`config.mk`:
```
export PLATFORM = sky130hd
export DESIGN_NAME = fifo_uart_tx
export DESIGN_NICKNAME = d
export VERILOG_FILES = /design/src/rtl/fifo_uart_tx.sv
export SDC_FILE = /design/constraint.sdc
export NUM_CORES = 1
export LEC_CHECK = 0
export CORE_MARGIN = 4
export CORE_UTILIZATION = 40
export DETAILED_ROUTE_END_ITERATION = 12
export GPL_TIMING_DRIVEN = 0
export SLEW_MARGIN = 20
export SYNTH_ARGS = -nofsm -noshare
export SYNTH_HDL_FRONTEND = slang
export SYNTH_SLANG_ARGS = --single-unit
```
`constraint.sdc`:
```
create_clock -name clk -period 2.4 [get_ports clk]
set_input_delay 0.48 -clock clk [delete_from_list [all_inputs] [get_ports clk]]
set_output_delay 0.48 -clock clk [all_outputs]
set_load 0.02 [all_outputs]
```
`src/rtl/fifo_uart_tx.sv`:
```
// FIFO-fed UART transmitter: pops bytes from a show-ahead FIFO and
// sends them as 8N1 (optionally 8E1) frames on a registered tx pin.
module fifo_uart_tx #(
  parameter int CLKS_PER_BIT = 16,
  parameter int PARITY_EN    = 0
) (
  input  logic       clk,
  input  logic       rst_n,
  input  logic       enable,
  input  logic       fifo_empty,
  input  logic [7:0] fifo_data,
  output logic       fifo_rd_en,
  output logic       tx,
  output logic       busy,
  output logic       frame_done
);

  localparam int CW =
    (CLKS_PER_BIT > 1) ? $clog2(CLKS_PER_BIT) : 1;
  localparam logic [CW-1:0] C_LAST = CW'(CLKS_PER_BIT - 1);
  localparam logic [CW-1:0] C_PRE  = CW'(CLKS_PER_BIT - 2);

  typedef enum logic [2:0] {
    S_IDLE,
    S_START,
    S_DATA,
    S_PARITY,
    S_STOP
  } state_t;

  state_t          r_state;
  logic [CW-1:0]   r_cnt;
  logic [2:0]      r_idx;
  logic [7:0]      r_shift;
  logic            r_par;
  logic            r_tx;
  logic            r_done;

  logic            w_bit_end;
  logic            w_pop_slot;
  logic            w_pop;

  assign w_bit_end  = (r_cnt == C_LAST);
  assign w_pop_slot = (r_state == S_IDLE) ||
                      ((r_state == S_STOP) && w_bit_end);
  // Pop is gated by rst_n so the FIFO never sees a strobe in reset.
  assign w_pop      = rst_n & enable & ~fifo_empty & w_pop_slot;

  assign fifo_rd_en = w_pop;
  assign tx         = r_tx;
  assign busy       = (r_state != S_IDLE);
  assign frame_done = r_done;

  // Frame sequencer: bit timing, shifting and registered line/pulse outputs.
  always_ff @(posedge clk or negedge rst_n) begin
    if (!rst_n) begin
      r_state <= S_IDLE;
      r_cnt   <= '0;
      r_idx   <= '0;
      r_shift <= '0;
      r_par   <= 1'b0;
      r_tx    <= 1'b1;
      r_done  <= 1'b0;
    end else begin
      r_done <= 1'b0;
      if (r_state == S_IDLE || w_bit_end) begin
        r_cnt <= '0;
      end else begin
        r_cnt <= r_cnt + CW'(1);
      end
      if (w_pop) begin
        r_state <= S_START;
        r_tx    <= 1'b0;
        r_shift <= fifo_data;
        r_par   <= ^fifo_data;
        r_idx   <= '0;
      end else begin
        unique case (r_state)
          S_IDLE: begin
            r_tx <= 1'b1;
          end
          S_START: begin
            if (w_bit_end) begin
              r_state <= S_DATA;
              r_tx    <= r_shift[0];
              r_idx   <= '0;
            end
          end
          S_DATA: begin
            if (w_bit_end) begin
              if (r_idx == 3'd7) begin
                r_idx <= '0;
                if (PARITY_EN != 0) begin
                  r_state <= S_PARITY;
                  r_tx    <= r_par;
                end else begin
                  r_state <= S_STOP;
                  r_tx    <= 1'b1;
                end
              end else begin
                r_idx   <= r_idx + 3'd1;
                r_shift <= {1'b0, r_shift[7:1]};
                r_tx    <= r_shift[1];
              end
            end
          end
          S_PARITY: begin
            if (w_bit_end) begin
              r_state <= S_STOP;
              r_tx    <= 1'b1;
            end
          end
          S_STOP: begin
            // Raise done so it lands on the final stop cycle.
            if (r_cnt == C_PRE) begin
              r_done <= 1'b1;
            end
            if (w_bit_end) begin
              r_state <= S_IDLE;
              r_tx    <= 1'b1;
            end
          end
          default: begin
            r_state <= S_IDLE;
            r_tx    <= 1'b1;
          end
        endcase
      end
    end
  end

endmodule
```
-- Yosys cells after proc, flatten, opt, wreduce, memory -nomap -nowiden
Cells that the tools add are included.
- output and inout port bits: 4
- input bits: 12
- flip-flop bits (word level): 20
- reduce and logical (&&, ||, !) cells: 13
- add/sub/neg operators: 2
- bitwise operators: 4
- eq/ne operators: 15
- multiplexer cells: 25
- operator list (operator ; number):
    8-bit 2-to-1 mux ; 4
    3-bit 2-to-1 mux ; 9
    3-bit != test (second input constant) ; 5
    3-bit case mux with 5 select lines ; 1
    3-bit AND reduction ; 3
    4-bit equality test (second input constant) ; 2
    1-bit 2-to-1 mux ; 8
    3-bit by 2-bit equality test with 1-bit output (second input constant) ; 2
    3-bit equality test (second input constant) ; 2
    3-bit case mux with 2 select lines ; 1
    6-bit AND reduction ; 1
    3-bit nonzero test ; 2
    4-bit by 1-bit adder with 4-bit output (second input constant) ; 1
    4-bit 2-to-1 mux ; 1
    2-bit != test (second input constant) ; 2
    2-bit nonzero test ; 2
    3-bit by 1-bit adder with 3-bit output (second input constant) ; 1
    1-bit bitwise AND ; 3
    3-bit by 1-bit equality test with 1-bit output (second input constant) ; 1
    3-bit logical NOT ; 1
    3-bit by 1-bit != test with 1-bit output (second input constant) ; 1
    1-bit case mux with 3 select lines ; 1
    1-bit logical OR ; 2
    2-bit OR reduction ; 1
    other kinds (2) ; 2

-- Logic depth before layout (Yosys ltp)
- word-level depth: 6
- depth in mapped cells: 6
- mapped depth without buffers: 5

-- Least setup slack after synthesis
Ideal clock, no wire load.
- path kind: register -> output
- from: register r_cnt[0]
- to: output fifo_rd_en
- path slack: 0.607 ns
- stages on the path, launching flop included: 6
- buffers on the path: 1
- data required time: 1.920 ns
- arrival: 1.313 ns
- path through: dfrtp_1 > ha_1 > nand3_2 > a211o_1 > buf_4 > inv_2
- word-level cells in the longest chain between the ends: 4
- RTL lines (element ; line ; source):
    start, declared ; 32 ; logic [CW-1:0] r_cnt;
    start signal, assigned ; 69 ; r_cnt <= r_cnt + CW'(1);
    4-bit equality test ; 43 ; assign w_bit_end = (r_cnt == C_LAST);
    1-bit logical AND ; 45 ; ((r_state == S_STOP) && w_bit_end);
    1-bit logical OR ; 44 ; assign w_pop_slot = (r_state == S_IDLE) ||
    1-bit bitwise AND ; 47 ; assign w_pop = rst_n & enable & ~fifo_empty & w_pop_slot;
    end, declared ; 12 ; output logic fifo_rd_en,
Every way passes these cells.

-- Final worst setup path
- from: register r_state[1]
- to: output busy
- word-level cells in the longest chain between the ends: 1
- RTL lines (element ; line ; source):
    start, declared ; 31 ; state_t r_state;
    start signal, assigned ; 57 ; r_state <= S_IDLE;
    start signal, assigned ; 72 ; r_state <= S_START;
    start signal, assigned ; 84 ; r_state <= S_DATA;
    3-bit nonzero test ; 51 ; assign busy = (r_state != S_IDLE);
    end, declared ; 14 ; output logic busy,
Every way passes these cells.

==> results.sh <==
export IMPL_p_leak_nw=0.590
export IMPL_avgRoutedWirePerCell_microns=16.0
export IMPL_clock_sinks=20
export IMPL_worst_setup_path_type="flip-flop to output pin"
export IMPL_htreeDepth=1
export IMPL_synth_edf_count=0
export IMPL_ant_nets=0
export IMPL_ys_types=43
export IMPL_avgSynthCellArea_sq_um=10.4
export IMPL_antenna_found_initial=0
export IMPL_dieWidth_microns=64.8
export IMPL_route_layer_met1_wl_microns=1460
export IMPL_slew_viol_final=0
export IMPL_pre_cts_ws_ns=-1.26
export IMPL_gp_congestion=0.769
export IMPL_clk_pin_slew_ns=0.12
export IMPL_place_hpwl_microns=2110
export IMPL_slowest_stage="clkdlybuf4s50_1"
export IMPL_synth_nets=140
export IMPL_worstSetupStartpoint="r_state[1]$_DFFE_PN0P_"
export IMPL_slew_limit_headroom_pct=58.7
export IMPL_hold_path_class="input port to async pin"
export IMPL_critPathArrivalTime_ns=1.76
export IMPL_dr_pass1_iters=4
export IMPL_grt_pass1_wl_microns=5400
export IMPL_required_ns=1.92
export IMPL_async_flop_share_pct=100
export IMPL_r2r_slack_ns=0.46
export IMPL_cap_violations=0
export IMPL_worst_setup_path_start_kind="flip-flop"
export IMPL_fin_nets=166
export IMPL_yosysSeqAreaShare_pct=38.9
export IMPL_met2_length_microns=1530
export IMPL_reg2reg_depth=5
export IMPL_initial_core_util_pct=41.9
export IMPL_grt_pass1_vias=1095
export IMPL_crit_fanout=8
export IMPL_tightestPinTransition_ns=0.604
export IMPL_routed_wl_microns=3080
export IMPL_die_area_sq_mm=0.00419
export IMPL_io_pins=16
export IMPL_holdWs_ns=0.0399
export IMPL_fin_ws_ns=0.159
export IMPL_portBuffers=15
export IMPL_synth_top_area_share_pct=36.9
export IMPL_synth_seq_cells=20
export IMPL_critPathCaptureType="output pin"
export IMPL_fin_crit_sh_pct=93.4
export IMPL_grt_max_degree=22
export IMPL_setup_viol=0
export IMPL_max_stage_delay_ns=0.56
export IMPL_final_cell_mix="19 x dfrtp_1, 13 x clkdlybuf4s50_1, 9 x a21oi_1, 8 x nor3_2, 8 x buf_4"
export IMPL_reg2reg_to="tx$_DFFE_PN1P_"
export IMPL_cts_tree="done"
export IMPL_status="complete, no violations"
export IMPL_core_sq_mm=0.00308
export IMPL_cts_buffers=3
export IMPL_clk_latency_ns=0.30
export IMPL_viasPerCell=5.61
export IMPL_syn_cell_area_sq_mm=0.00129
export IMPL_clockRootBuffer="clkbuf_4"
export IMPL_ir_worst_vdd_v=0.000473
export IMPL_cp_cell_sequence="nor3_2 -> inv_1 -> clkdlybuf4s50_1"
export IMPL_wl_met3_microns=73
export IMPL_power_density_mw_per_mm2=881
export IMPL_drt_first_iter_violations=49
export IMPL_routed_top_layer="met4"
export IMPL_synthCells=124
export IMPL_die_y_microns=64.8
export IMPL_fin_util_pct=51.3
export IMPL_mostFrequentLayoutCell="dfrtp_1"
export IMPL_rsz0062_at_grt="false"
export IMPL_synth_top_area_cell="dfrtp_1"
export IMPL_synthFlopType="dfrtp_1"
export IMPL_num_vias=1082
export IMPL_p_total_mw=1.39
export IMPL_grt_use_total_pct=16.4
export IMPL_fp_row_count=20
export IMPL_fill_cells=309
export IMPL_drc=0
export IMPL_clock_skew_final_ns=0.00103
export IMPL_ctsHoldBuffers=0
export IMPL_period_needed_ns=2.24
export IMPL_yosys_warnings=0
export IMPL_antenna_cells=0
export IMPL_drive_gt1_share_pct=28.9
export IMPL_area_delta_synth_final_pct=22.4
export IMPL_cts_max_path_buffers=2
export IMPL_yosys_top_cells_area="dfrtp_1 37%, a211oi_2 6.8%, nor3_2 6.2%"
export IMPL_fmax_mhz=446
export IMPL_rr_startpoint="r_idx[0]$_DFFE_PN0P_"
export IMPL_hold_violations=0
export IMPL_grt_remaining_overflow=0
-- cells in the mapped netlist, types with 2 or more instances --
library cell   n
a2111oi_0      7
a211oi_1       2
a211oi_2       7
a21oi_1        9
a32o_1         2
buf_2          5
buf_6          3
clkbuf_1       3
dfrtp_1       19
ha_1           4
inv_1          5
nand2_1        5
nand3b_1       4
nor2_1         7
nor3_1         3
nor3_2         8
o21ai_0        2
o21ai_1        2
o41ai_1        2
or4b_1         2
-- metrics by stage --
stage | cells | cell area, sq um | TNS, ns
2_1_floorplan | 124 | 1290 | 0
3_3_place_gp | 183 | 1490 | -8.21
3_5_place_dp | 183 | 1490 | -8.55
4_1_cts | 190 | 1560 | 0
5_1_grt | 193 | 1580 | 0
6_report | 193 | 1580 | 0
-- critical path, delay by kind of cell (launching register included) --
family / cells / cell delay [ns]
AND/OR/NAND/NOR: 1 / 0.28
flip-flops: 1 / 0.48
buffers and inverters: 2 / 0.69
-- layer usage --
metal	vias to the layer above	global-route usage (%)
li1	523	-
met1	544	21.8
met2	13	26.7
met3	2	4.33
met4	0	3.69
met5	-	0
-- layout make-up --
type	count	area [sq um]	area share, %
multi-input combinational	86	697	44.2
sequential	20	502	31.8
timing repair buffer	21	188	11.9
buffer	12	77.6	4.92
tap	44	55.1	3.49
clock buffer	4	36.3	2.30
inverter	6	22.5	1.43
-- state kept, by name, indices dropped and copies added, names as in the netlist --
signal,cells
frame_done,1
r_cnt,4
r_idx,3
r_shift,8
r_state,3
tx,1
-- where the power goes --
| part | leakage [nW] | internal [mW] | switching, mW |
|---|---|---|---|
| combinational | 0.333 | 0.297 | 0.296 |
| sequential | 0.235 | 0.473 | 0.121 |
| clock | 0.0210 | 0.0926 | 0.110 |
-- cell families after synthesis --
kind of cell / share of synthesized area [%]
buffers and inverters: 7.77
and+or+nand+nor: 23.1
muxes: 0.777
adders and majority gates: 3.88
DFF: 38.9
xor gates and xnor gates: 1.36
AOI/OAI and AO/OA: 24.2
-- how the worst max path moves through the flow --
stage / endpoint
global route: busy
detailed placement: fifo_rd_en
floorplan: fifo_rd_en
CTS: fifo_rd_en
finish: busy
global placement: fifo_rd_en
-- what timing repair did --
item	CTS	global route
endpoints found under the hold margin	0	0
buffers inserted	3	3
setup endpoints to repair	15	1
cloned	0	0
gates resized for setup	11	1
Power figures use the tool's default switching activity.
